===== src/rtl/irr_pkg.sv =====
// Shared types and helpers for the multi-zone irrigation scheduler.
package irr_pkg;

  typedef enum logic [1:0] {
    IDLE,
    SELECT,
    RUN,
    FAULT
  } state_t;

  typedef enum logic {
    DRIP,
    SPRAY
  } mode_t;

  // Sensor combinations that cannot occur with a healthy float-switch stack.
  function automatic logic tank_fault(input logic h, input logic m, input logic l);
    return (h & ~m) | (m & ~l) | (h & ~l);
  endfunction

endpackage


===== src/rtl/irr_tick_gen.sv =====
// 1 s prescaler: emits a single-cycle tick every TICK_DIV clocks, restartable by clear.
module irr_tick_gen #(
  parameter int TICK_DIV = 50_000_000
) (
  input  logic clk,
  input  logic rst,
  input  logic clear,
  output logic tick
);

  localparam int CW = (TICK_DIV > 1) ? $clog2(TICK_DIV) : 1;
  localparam logic [CW-1:0] LAST = CW'(TICK_DIV - 1);

  logic [CW-1:0] count;

  always_ff @(posedge clk) begin
    if (rst || clear) begin
      count <= '0;
    end else if (count == LAST) begin
      count <= '0;
    end else begin
      count <= count + 1'b1;
    end
  end

  assign tick = (count == LAST) && !clear;

endmodule


===== src/rtl/irrigation_zone_scheduler.sv =====
// Multi-zone irrigation controller: tank supervision plus round-robin drip/spray
// scheduling of N_ZONES beds, each run timed in whole seconds.
module irrigation_zone_scheduler
  import irr_pkg::*;
#(
  parameter int N_ZONES  = 4,
  parameter int TICK_DIV = 50_000_000,
  parameter int GT_SECS  = 10,
  parameter int AS_SECS  = 5,
  parameter int TW       = 8
) (
  input  logic                       clk,
  input  logic                       rst,
  input  logic                       h,
  input  logic                       m,
  input  logic                       l,
  input  logic                       t,
  input  logic [N_ZONES-1:0]         us,
  input  logic [N_ZONES-1:0]         ua,
  input  logic [N_ZONES-1:0]         zone_en,
  output logic                       alarme,
  output logic                       valve_in,
  output logic [N_ZONES-1:0]         drip,
  output logic [N_ZONES-1:0]         spray,
  output logic [$clog2(N_ZONES)-1:0] active_zone,
  output logic                       busy,
  output logic [TW-1:0]              secs_left,
  output logic                       run_done
);

  localparam int ZW = $clog2(N_ZONES);

  state_t          state;
  state_t          state_n;
  mode_t           mode;
  logic [ZW-1:0]   ptr;
  logic [ZW-1:0]   zone;
  logic [ZW-1:0]   zone_inc;
  logic [ZW-1:0]   pick;
  logic [ZW-1:0]   idx;
  logic [ZW:0]     sum;
  logic            found;
  logic            pick_drip;
  logic            fault;
  logic            alarm_d;
  logic            tick;
  logic            run_tick;
  logic            last_sec;
  logic            zone_dry;
  logic [N_ZONES-1:0] need;
  logic [N_ZONES-1:0] elig;
  logic [N_ZONES-1:0] zone_hot;

  assign fault   = tank_fault(h, m, l);
  assign alarm_d = fault | ~l;

  // A bed is only eligible if the tank can feed the mode it would run in.
  assign need = zone_en & us;
  assign elig = need & ((ua | {N_ZONES{t}}) & {N_ZONES{l}} | ~(ua | {N_ZONES{t}}) & {N_ZONES{m}});

  always_comb begin
    found     = 1'b0;
    pick      = '0;
    pick_drip = 1'b0;
    sum       = '0;
    idx       = '0;
    for (int k = 0; k < N_ZONES; k++) begin
      sum = {1'b0, ptr} + (ZW+1)'(k);
      if (sum >= (ZW+1)'(N_ZONES)) begin
        sum = sum - (ZW+1)'(N_ZONES);
      end
      idx = sum[ZW-1:0];
      if (!found && elig[idx]) begin
        found     = 1'b1;
        pick      = idx;
        pick_drip = ua[idx] | t;
      end
    end
  end

  irr_tick_gen #(
    .TICK_DIV(TICK_DIV)
  ) u_tick (
    .clk  (clk),
    .rst  (rst),
    .clear(state == SELECT),
    .tick (tick)
  );

  assign zone_inc = (zone == ZW'(N_ZONES - 1)) ? '0 : zone + 1'b1;
  assign run_tick = (state == RUN) && tick && !alarm_d;
  assign last_sec = (secs_left <= TW'(1));
  assign zone_dry = us[zone];

  always_comb begin
    state_n = state;
    case (state)
      IDLE:    if (|need) state_n = SELECT;
      SELECT:  state_n = found ? RUN : IDLE;
      RUN:     if (tick && (!zone_dry || last_sec)) state_n = IDLE;
      FAULT:   state_n = IDLE;
      default: state_n = IDLE;
    endcase
    // The alarm overrides every state, so FAULT and the registered alarm line up.
    if (alarm_d) state_n = FAULT;
  end

  always_ff @(posedge clk) begin
    if (rst) begin
      state     <= IDLE;
      mode      <= DRIP;
      ptr       <= '0;
      zone      <= '0;
      secs_left <= '0;
      run_done  <= 1'b0;
      alarme    <= 1'b0;
      valve_in  <= 1'b0;
    end else begin
      state    <= state_n;
      alarme   <= alarm_d;
      run_done <= run_tick && zone_dry && last_sec;
      if (h | fault) begin
        valve_in <= 1'b0;
      end else if (~m) begin
        valve_in <= 1'b1;
      end
      if (state == SELECT && found && !alarm_d) begin
        zone <= pick;
        mode <= pick_drip ? DRIP : SPRAY;
      end
      if (run_tick && (!zone_dry || last_sec)) begin
        ptr <= zone_inc;
      end
      if (state_n != RUN) begin
        secs_left <= '0;
      end else if (state == SELECT) begin
        secs_left <= pick_drip ? TW'(GT_SECS) : TW'(AS_SECS);
      end else if (tick && secs_left != '0) begin
        secs_left <= secs_left - 1'b1;
      end
    end
  end

  assign busy        = (state == RUN);
  assign zone_hot    = busy ? (N_ZONES'(1) << zone) : '0;
  assign drip        = (mode == DRIP)  ? zone_hot : '0;
  assign spray       = (mode == SPRAY) ? zone_hot : '0;
  assign active_zone = busy ? zone : '0;

endmodule


===== config.mk =====
export PLATFORM = sky130hd
export DESIGN_NAME = irrigation_zone_scheduler
export DESIGN_NICKNAME = d
export VERILOG_FILES = /design/src/rtl/irr_pkg.sv /design/src/rtl/irr_tick_gen.sv /design/src/rtl/irrigation_zone_scheduler.sv
export SDC_FILE = /design/constraint.sdc
export NUM_CORES = 1
export LEC_CHECK = 0
export CAP_MARGIN = 20
export CELL_PAD_IN_SITES_DETAIL_PLACEMENT = 1
export CELL_PAD_IN_SITES_GLOBAL_PLACEMENT = 1
export CORE_ASPECT_RATIO = 1.2
export CORE_MARGIN = 2
export CORE_UTILIZATION = 47
export CTS_CLUSTER_DIAMETER = 100
export DETAILED_ROUTE_END_ITERATION = 8
export DONT_BUFFER_PORTS = 1
export PLACE_DENSITY_LB_ADDON = 0.1
export SLEW_MARGIN = 20
export SYNTH_ARGS = -nofsm -noshare
export SYNTH_HDL_FRONTEND = slang
export SYNTH_SLANG_ARGS = --single-unit

===== constraint.sdc =====
create_clock -name clk -period 2.9 [get_ports clk]
set_input_delay 0.725 -clock clk [delete_from_list [all_inputs] [get_ports clk]]
set_output_delay 0.725 -clock clk [all_outputs]
set_load 0.05 [all_outputs]

Word level (Yosys, flattened, before mapping)
Cells that the tools add are included.
Widths: inputs -> output; s select.
{"block": "op_classes", "n_addsub": 10, "order_cmp": 10, "n_eq_ne": 6, "n_shift": 1, "mux": 48, "bitwise_logic": 20, "reduce_logical": 28}
{"op": "$mux 2", "n": 14}
{"op": "$add 26x1->26 const B", "n": 1}
{"op": "$eq 26x26->1 const B", "n": 1}
{"op": "$bmux 1 s2", "n": 9}
{"op": "$mux 1", "n": 18}
{"op": "$and 4x4->4", "n": 4}
{"op": "$mux 4", "n": 4}
{"op": "$mux 8", "n": 2}
{"op": "$lt 2x3->1 const B", "n": 5}
{"op": "$logic_and 1x1->1", "n": 13}
{"op": "$ge 3x3->1 const B", "n": 3}
{"op": "$le 8x1->1 const B", "n": 1}
{"op": "$or 1x1->1", "n": 8}
{"op": "$or 4x4->4", "n": 2}
{"op": "$pmux 2 s4", "n": 1}
{"op": "$reduce_bool 8->1", "n": 1}
{"op": "$sub 2x1->2 const B", "n": 4}
{"op": "$sub 8x1->8 const B", "n": 1}
{"op": "$add 2x2->3 const B", "n": 2}
{"op": "$eq 2x2->1 const B", "n": 3}
{"op": "$logic_not 1->1", "n": 6}
{"op": "$reduce_or 2->1", "n": 3}
{"op": "$not 4->4", "n": 1}
{"op": "$reduce_or 4->1", "n": 1}
{"op": "11 further kinds", "n": 15}
{"block": "word_totals", "ff_bits": 44, "in_bits": 18, "output_inout_bits": 22, "wordCells": 132}

Longest topological paths before layout
{"block": "depth", "word_depth": 22, "mapped_depth": 10, "depth_no_buf": 8}

Hierarchy
Synthesis repeated with hierarchy kept, for this count alone.
{"block": "unflattened", "cells_unflattened": 327, "hier_area_um2": 2636.3}
{"mod": "irrigation_zone_scheduler", "n_inst": 1, "cells_each": 186, "area_per_inst_um2": 1418.9, "seq_area_each_um2": 360.3}
{"mod": "irr_tick_gen", "n_inst": 1, "cells_each": 141, "area_per_inst_um2": 1217.4, "seq_area_each_um2": 520.5}

Worst setup path before layout
Ideal clock, no wire load.
{"block": "synth_timing", "path_type": "input to register", "start": "input port t", "end": "register secs_left[3]", "setup_ns": 0.129, "arrival_ns": 2.542, "required_ns": 2.771, "slack_ns": 0.229, "path_stages": 9, "n_path_buf": 1, "cell_sequence": "buf_6 -> or3b_1 -> a21o_1 -> nor4_2 -> nor3_1 -> o22a_1 -> or3_4 -> a21oi_1 -> a211oi_1"}
{"block": "synth_via", "elab_chain_len": 22, "elab_cells_between_ends": 39, "classes_between": "eq/ne (1); mux (21); bitwise (10); reduce/logical (7)"}
{"item": "from (decl)", "line": "irrigation_zone_scheduler.sv:17", "rtl": "input logic t,"}
{"item": "$or 4x4->4", "line": "irrigation_zone_scheduler.sv:59", "rtl": "assign elig = need & ((ua | {N_ZONES{t}}) & {N_ZONES{l}} | ~(ua | {N_ZONES{t}}) & {N_ZONES{m}});"}
{"item": "$not 4->4", "line": "irrigation_zone_scheduler.sv:59"}
{"item": "$and 4x4->4", "line": "irrigation_zone_scheduler.sv:59"}
{"item": "$or 4x4->4", "line": "irrigation_zone_scheduler.sv:59"}
{"item": "$and 4x4->4", "line": "irrigation_zone_scheduler.sv:59"}
{"item": "$bmux 1 s2", "line": "irrigation_zone_scheduler.sv:73", "rtl": "if (!found && elig[idx]) begin"}
{"item": "$mux 1 (implied by the code)", "line": "irrigation_zone_scheduler.sv:73"}
{"item": "$mux 1", "line": "irrigation_zone_scheduler.sv:73"}
{"item": "[6 not listed]"}
{"item": "$logic_not 1->1", "line": "irrigation_zone_scheduler.sv:73"}
{"item": "$logic_and 1x1->1", "line": "irrigation_zone_scheduler.sv:73"}
{"item": "$mux 1", "line": "irrigation_zone_scheduler.sv:73"}
{"item": "$mux 2", "line": "irrigation_zone_scheduler.sv:99", "rtl": "SELECT: state_n = found ? RUN : IDLE;"}
{"item": "$pmux 2 s4", "line": "irrigation_zone_scheduler.sv:97", "rtl": "case (state)"}
{"item": "$mux 2", "line": "irrigation_zone_scheduler.sv:105", "rtl": "if (alarm_d) state_n = FAULT;"}
{"item": "$ne 2x2->1", "line": "irrigation_zone_scheduler.sv:134", "rtl": "if (state_n != RUN) begin"}
{"item": "$reduce_or 2->1 (no line)"}
{"item": "to (signal assigned)", "line": "irrigation_zone_scheduler.sv:137", "rtl": "secs_left <= pick_drip ? TW'(GT_SECS) : TW'(AS_SECS);"}
{"item": "to (signal assigned)", "line": "irrigation_zone_scheduler.sv:139", "rtl": "secs_left <= secs_left - 1'b1;"}
{"item": "to (decl)", "line": "irrigation_zone_scheduler.sv:27", "rtl": "output logic [TW-1:0] secs_left,"}
Parallel ways exist; a longest one is shown, timed or not. The select of a mux whose other input is x is not followed.
A chain may end at the register's enable or synchronous reset.

Worst setup path after layout
{"block": "layout_timing", "start": "register u_tick.count[13]", "end": "register secs_left[7]"}
{"block": "layout_via", "elab_chain_len": 8, "elab_cells_between_ends": 10, "classes_between": "eq/ne (2); mux (3); reduce/logical (5)"}
{"item": "from (decl)", "line": "irr_tick_gen.sv:14", "rtl": "logic [CW-1:0] count;"}
{"item": "from (signal assigned)", "line": "irr_tick_gen.sv:22", "rtl": "count <= count + 1'b1;"}
{"item": "$eq 26x26->1 (*)", "line": "irr_tick_gen.sv:26", "rtl": "assign tick = (count == LAST) && !clear;"}
{"item": "$logic_and 1x1->1 (*)", "line": "irr_tick_gen.sv:26"}
{"item": "$logic_and 1x1->1", "line": "irrigation_zone_scheduler.sv:100", "rtl": "RUN: if (tick && (!zone_dry || last_sec)) state_n = IDLE;"}
{"item": "$mux 2", "line": "irrigation_zone_scheduler.sv:100"}
{"item": "$pmux 2 s4", "line": "irrigation_zone_scheduler.sv:97"}
{"item": "$mux 2", "line": "irrigation_zone_scheduler.sv:105"}
{"item": "$ne 2x2->1", "line": "irrigation_zone_scheduler.sv:134"}
{"item": "$reduce_or 2->1 (no line)"}
Every way passes the cells marked *; elsewhere a longest branch is shown, timed or not.

==> flow_summary.yaml <==
detailed_routing:
  wl_per_cell_um: 17.4
  viasPerCell: 5.90
  wirelength_mm: 7.10
  remaining_drc_errors: 0
  postRouteAntennaNets: 0
  drtIter0Drc: 92
  drtPass1Iterations: 4
  vias: 2413
power:
  netSwitchingPower_uw: 316
  seqPwrFrac_pct: 50.8
  power.share.switching_pct: 25.6
  peakVddDrop_mv: 0.198
  p_clk_share_pct: 38.5
  power_leakage_uw: 0.00113
  p_int_uw: 916
  power_density_nw_per_um2: 403
  pwr-share-comb_pct: 10.7
synthesis:
  synth_nets: 350
  synth_area_leader_cell: "dfxtp_1"
  synth_cell_types: 55
  synth_top_area_share_pct: 33.9
  synthTopCellsByCount: "53 x nor2_1, 44 x dfxtp_1, 29 x nand2_1"
  synth_adder_area_share_pct: 3.37
  syn_inst: 325
  yosysSeqAreaShare_pct: 33.9
  ys_top_cells_by_area: "dfxtp_1 34%, nor2_1 7.7%, xor2_1 6.1%, nand2_1 4.2%, xnor2_1 4.0%"
  synthSimpleGateAreaFrac_pct: 34.7
  netlist_area_um2: 2600
  synth_warnings: 0
  synth_top_family_by_area: "simple AND/OR/NAND/NOR gates"
  async_flop_share_pct: 0
  ys.flop_type: "dfxtp_1"
  synth-seq-cells: 44
  yosys.cell_count.top_type: "nor2_1"
  synth_edf_count: 0
  yosys-mux-area-fraction_pct: 3.22
  avgSynthCellArea_um2: 8.00
  synth_xor_area_share_pct: 10.1
  synth_compound_area_share_pct: 11.3
setup_path:
  endpoint: "secs_left[7]"
  worstPathRequired_ns: 3.08
  critPathMaxFanout: 8
  cp_slowest_cell: "or4_1"
  critical_path_class: "flop to flop"
  startpoint_type: "flop"
  crit_cells: 7
  reg2regPathDepth: 7
  crit_arrival_ns: 2.60
  critPathLaunch: "u_tick.count[13]"
  crit_buf_inv: 0
  cp_top_family: "simple AND/OR/NAND/NOR gates"
  r2r_slack_ns: 0.49
  critPathMaxStageDelay_ns: 0.61
  worstPathCellList: "nor4bb_1 > nand4b_1 > or4_1 > o21ai_0 > a31oi_1 > nand2_1 > nor3_1"
  r2r-end: "secs_left[7]"
  worstSetupEndpointType: "flop"
  r2r-start: "u_tick.count[13]"
die:
  fp-row-count: 29
  io_pins: 40
  coreArea_um2: 5300
  die_h_um: 85.5
  die_area_um2: 6150
  die_x_um: 71.9
  initial_core_util_pct: 49.1
timing:
  setup_viol: 0
  hold_ws_ns: 0.460
  setup_tns_ns: 0
  rsz0062_at_grt: "false"
  timing.final.max_slew_violations: 0
  fin_crit_sh_pct: 83.2
  relSlewSlack_pct: 59.7
  fmax_mhz: 414
  finalHoldViolCount: 0
  worstMarginPinSlew_ns: 0.604
  skew_ns: 0.00395
  period_minus_slack_ns: 2.41
place:
  post_dp_cell_area_um2: 2940
  dp_hpwl_mm: 5.58
  dp.cells: 401
  io_buffers: 0
  place_congestion: 0.851
clocking:
  post_cts_resized: 0
  path_clk_slew_ns: 0.09
  cts_setup_buffers: 0
  clk_path_buf_depth: 2
  tritoncts: "done"
  clock_latency_ns: 0.30
  cts.sinks: 44
  h-tree-depth: 2
  cts-root-buf: "clkbuf_8"
  cts_hold_buf: 0
  cts_buffers: 5
global_route:
  grt_usage_pct: 24.5
  grt_start_max_net_pins: 25
  grt_pass1_vias: 2460
  grt_first_pass_wirelength_mm: 11.9
  overflow: 0
  antenna_found_initial: 0
layout:
  antenna_cells: 0
  design_area_um2: 3050
  area_delta_synth_final_pct: 17.5
  finalNetCount: 371
  instances_no_fill: 409
  utilization_pct: 57.7
  drive_above_1_share_pct: 13.3
  fillerInstances: 651
run_status:
  status: "finished clean"
worst_hold_path:
  hold_class: "flop to flop"
job:
  cap_violations: 0
-- final cells by class --
type / instances / area (um2) / share of cell area [%]
multi-input cells: 260 / 1630 / 53.4
flip-flops and latches: 44 / 881 / 28.8
repair buffers: 26 / 320 / 10.5
well taps: 62 / 77.6 / 2.54
clock buffers: 5 / 68.8 / 2.25
clock inverters: 3 / 42.5 / 1.39
inverters: 9 / 33.8 / 1.11
-- cell families after synthesis --
kind of cell    Yosys count
flops                    44
buf+inv                  21
mux                       7
simple gates            171
fa+ha+maj                 7
compound gates           45
xor+xnor                 30
-- per-stage QoR --
step,setup slack [ns],power [uW]
floorplan,0.229,732
global placement,0.283,766
detailed placement,0.200,771
CTS,0.484,1240
global route,0.289,1280
finish,0.487,1230
-- sequential cells by signal, indices dropped and copies added, names as in the netlist, 2 cells and up --
signal and flops:
u_tick.count 26, secs_left 8, ptr 2, state 2
zone 2
-- worst min path at each step --
stage	from	end	slack (ns)	cells after the start
global route	u_tick.count[0]	u_tick.count[0]	0.47	1
global placement	u_tick.count[0]	u_tick.count[0]	0.42	1
floorplan	u_tick.count[0]	u_tick.count[0]	0.41	1
CTS	u_tick.count[0]	u_tick.count[0]	0.46	1
detailed placement	u_tick.count[0]	u_tick.count[0]	0.44	1
finish	u_tick.count[0]	u_tick.count[0]	0.46	1
-- routing by layer --
layer	wire (um)	global-route usage [%]	up-vias
met5	0	0	-
met3	158	3.92	17
met4	187	8.75	0
met1	2980	28.0	1174
met2	3780	45.4	34
li1	-	-	1188
-- power by group through the flow --
stage | logic, uW | clock network (uW) | registers (uW)
floorplan | 90.4 | 0 | 642
global placement | 127 | 0 | 639
detailed placement | 131 | 0 | 640
CTS | 131 | 483 | 626
global route | 144 | 506 | 627
finish | 131 | 474 | 626
-- cell usage in the layout, fill, tap and decap left out, types with 2 or more instances in the layout --
cell type	n
nor2_1	53
dfxtp_1	44
nand2_1	29
xor2_1	18
buf_4	16
a21oi_1	13
nand3_1	12
xnor2_1	12
o21ai_0	12
nor3_1	12
and3_1	10
buf_12	10
inv_1	9
and2_1	9
nand4_1	9
ha_1	7
mux2i_1	5
clkbuf_8	5
nor2b_1	4
nor4_1	4
or3b_1	3
a21o_1	3
or3_1	3
nand2b_1	3
and4_1	3
or4_1	2
o21a_1	2
a211oi_1	2
and4_2	2
o221ai_1	2
o211ai_1	2
nor3b_2	2
Power figures use the tool's default switching activity.
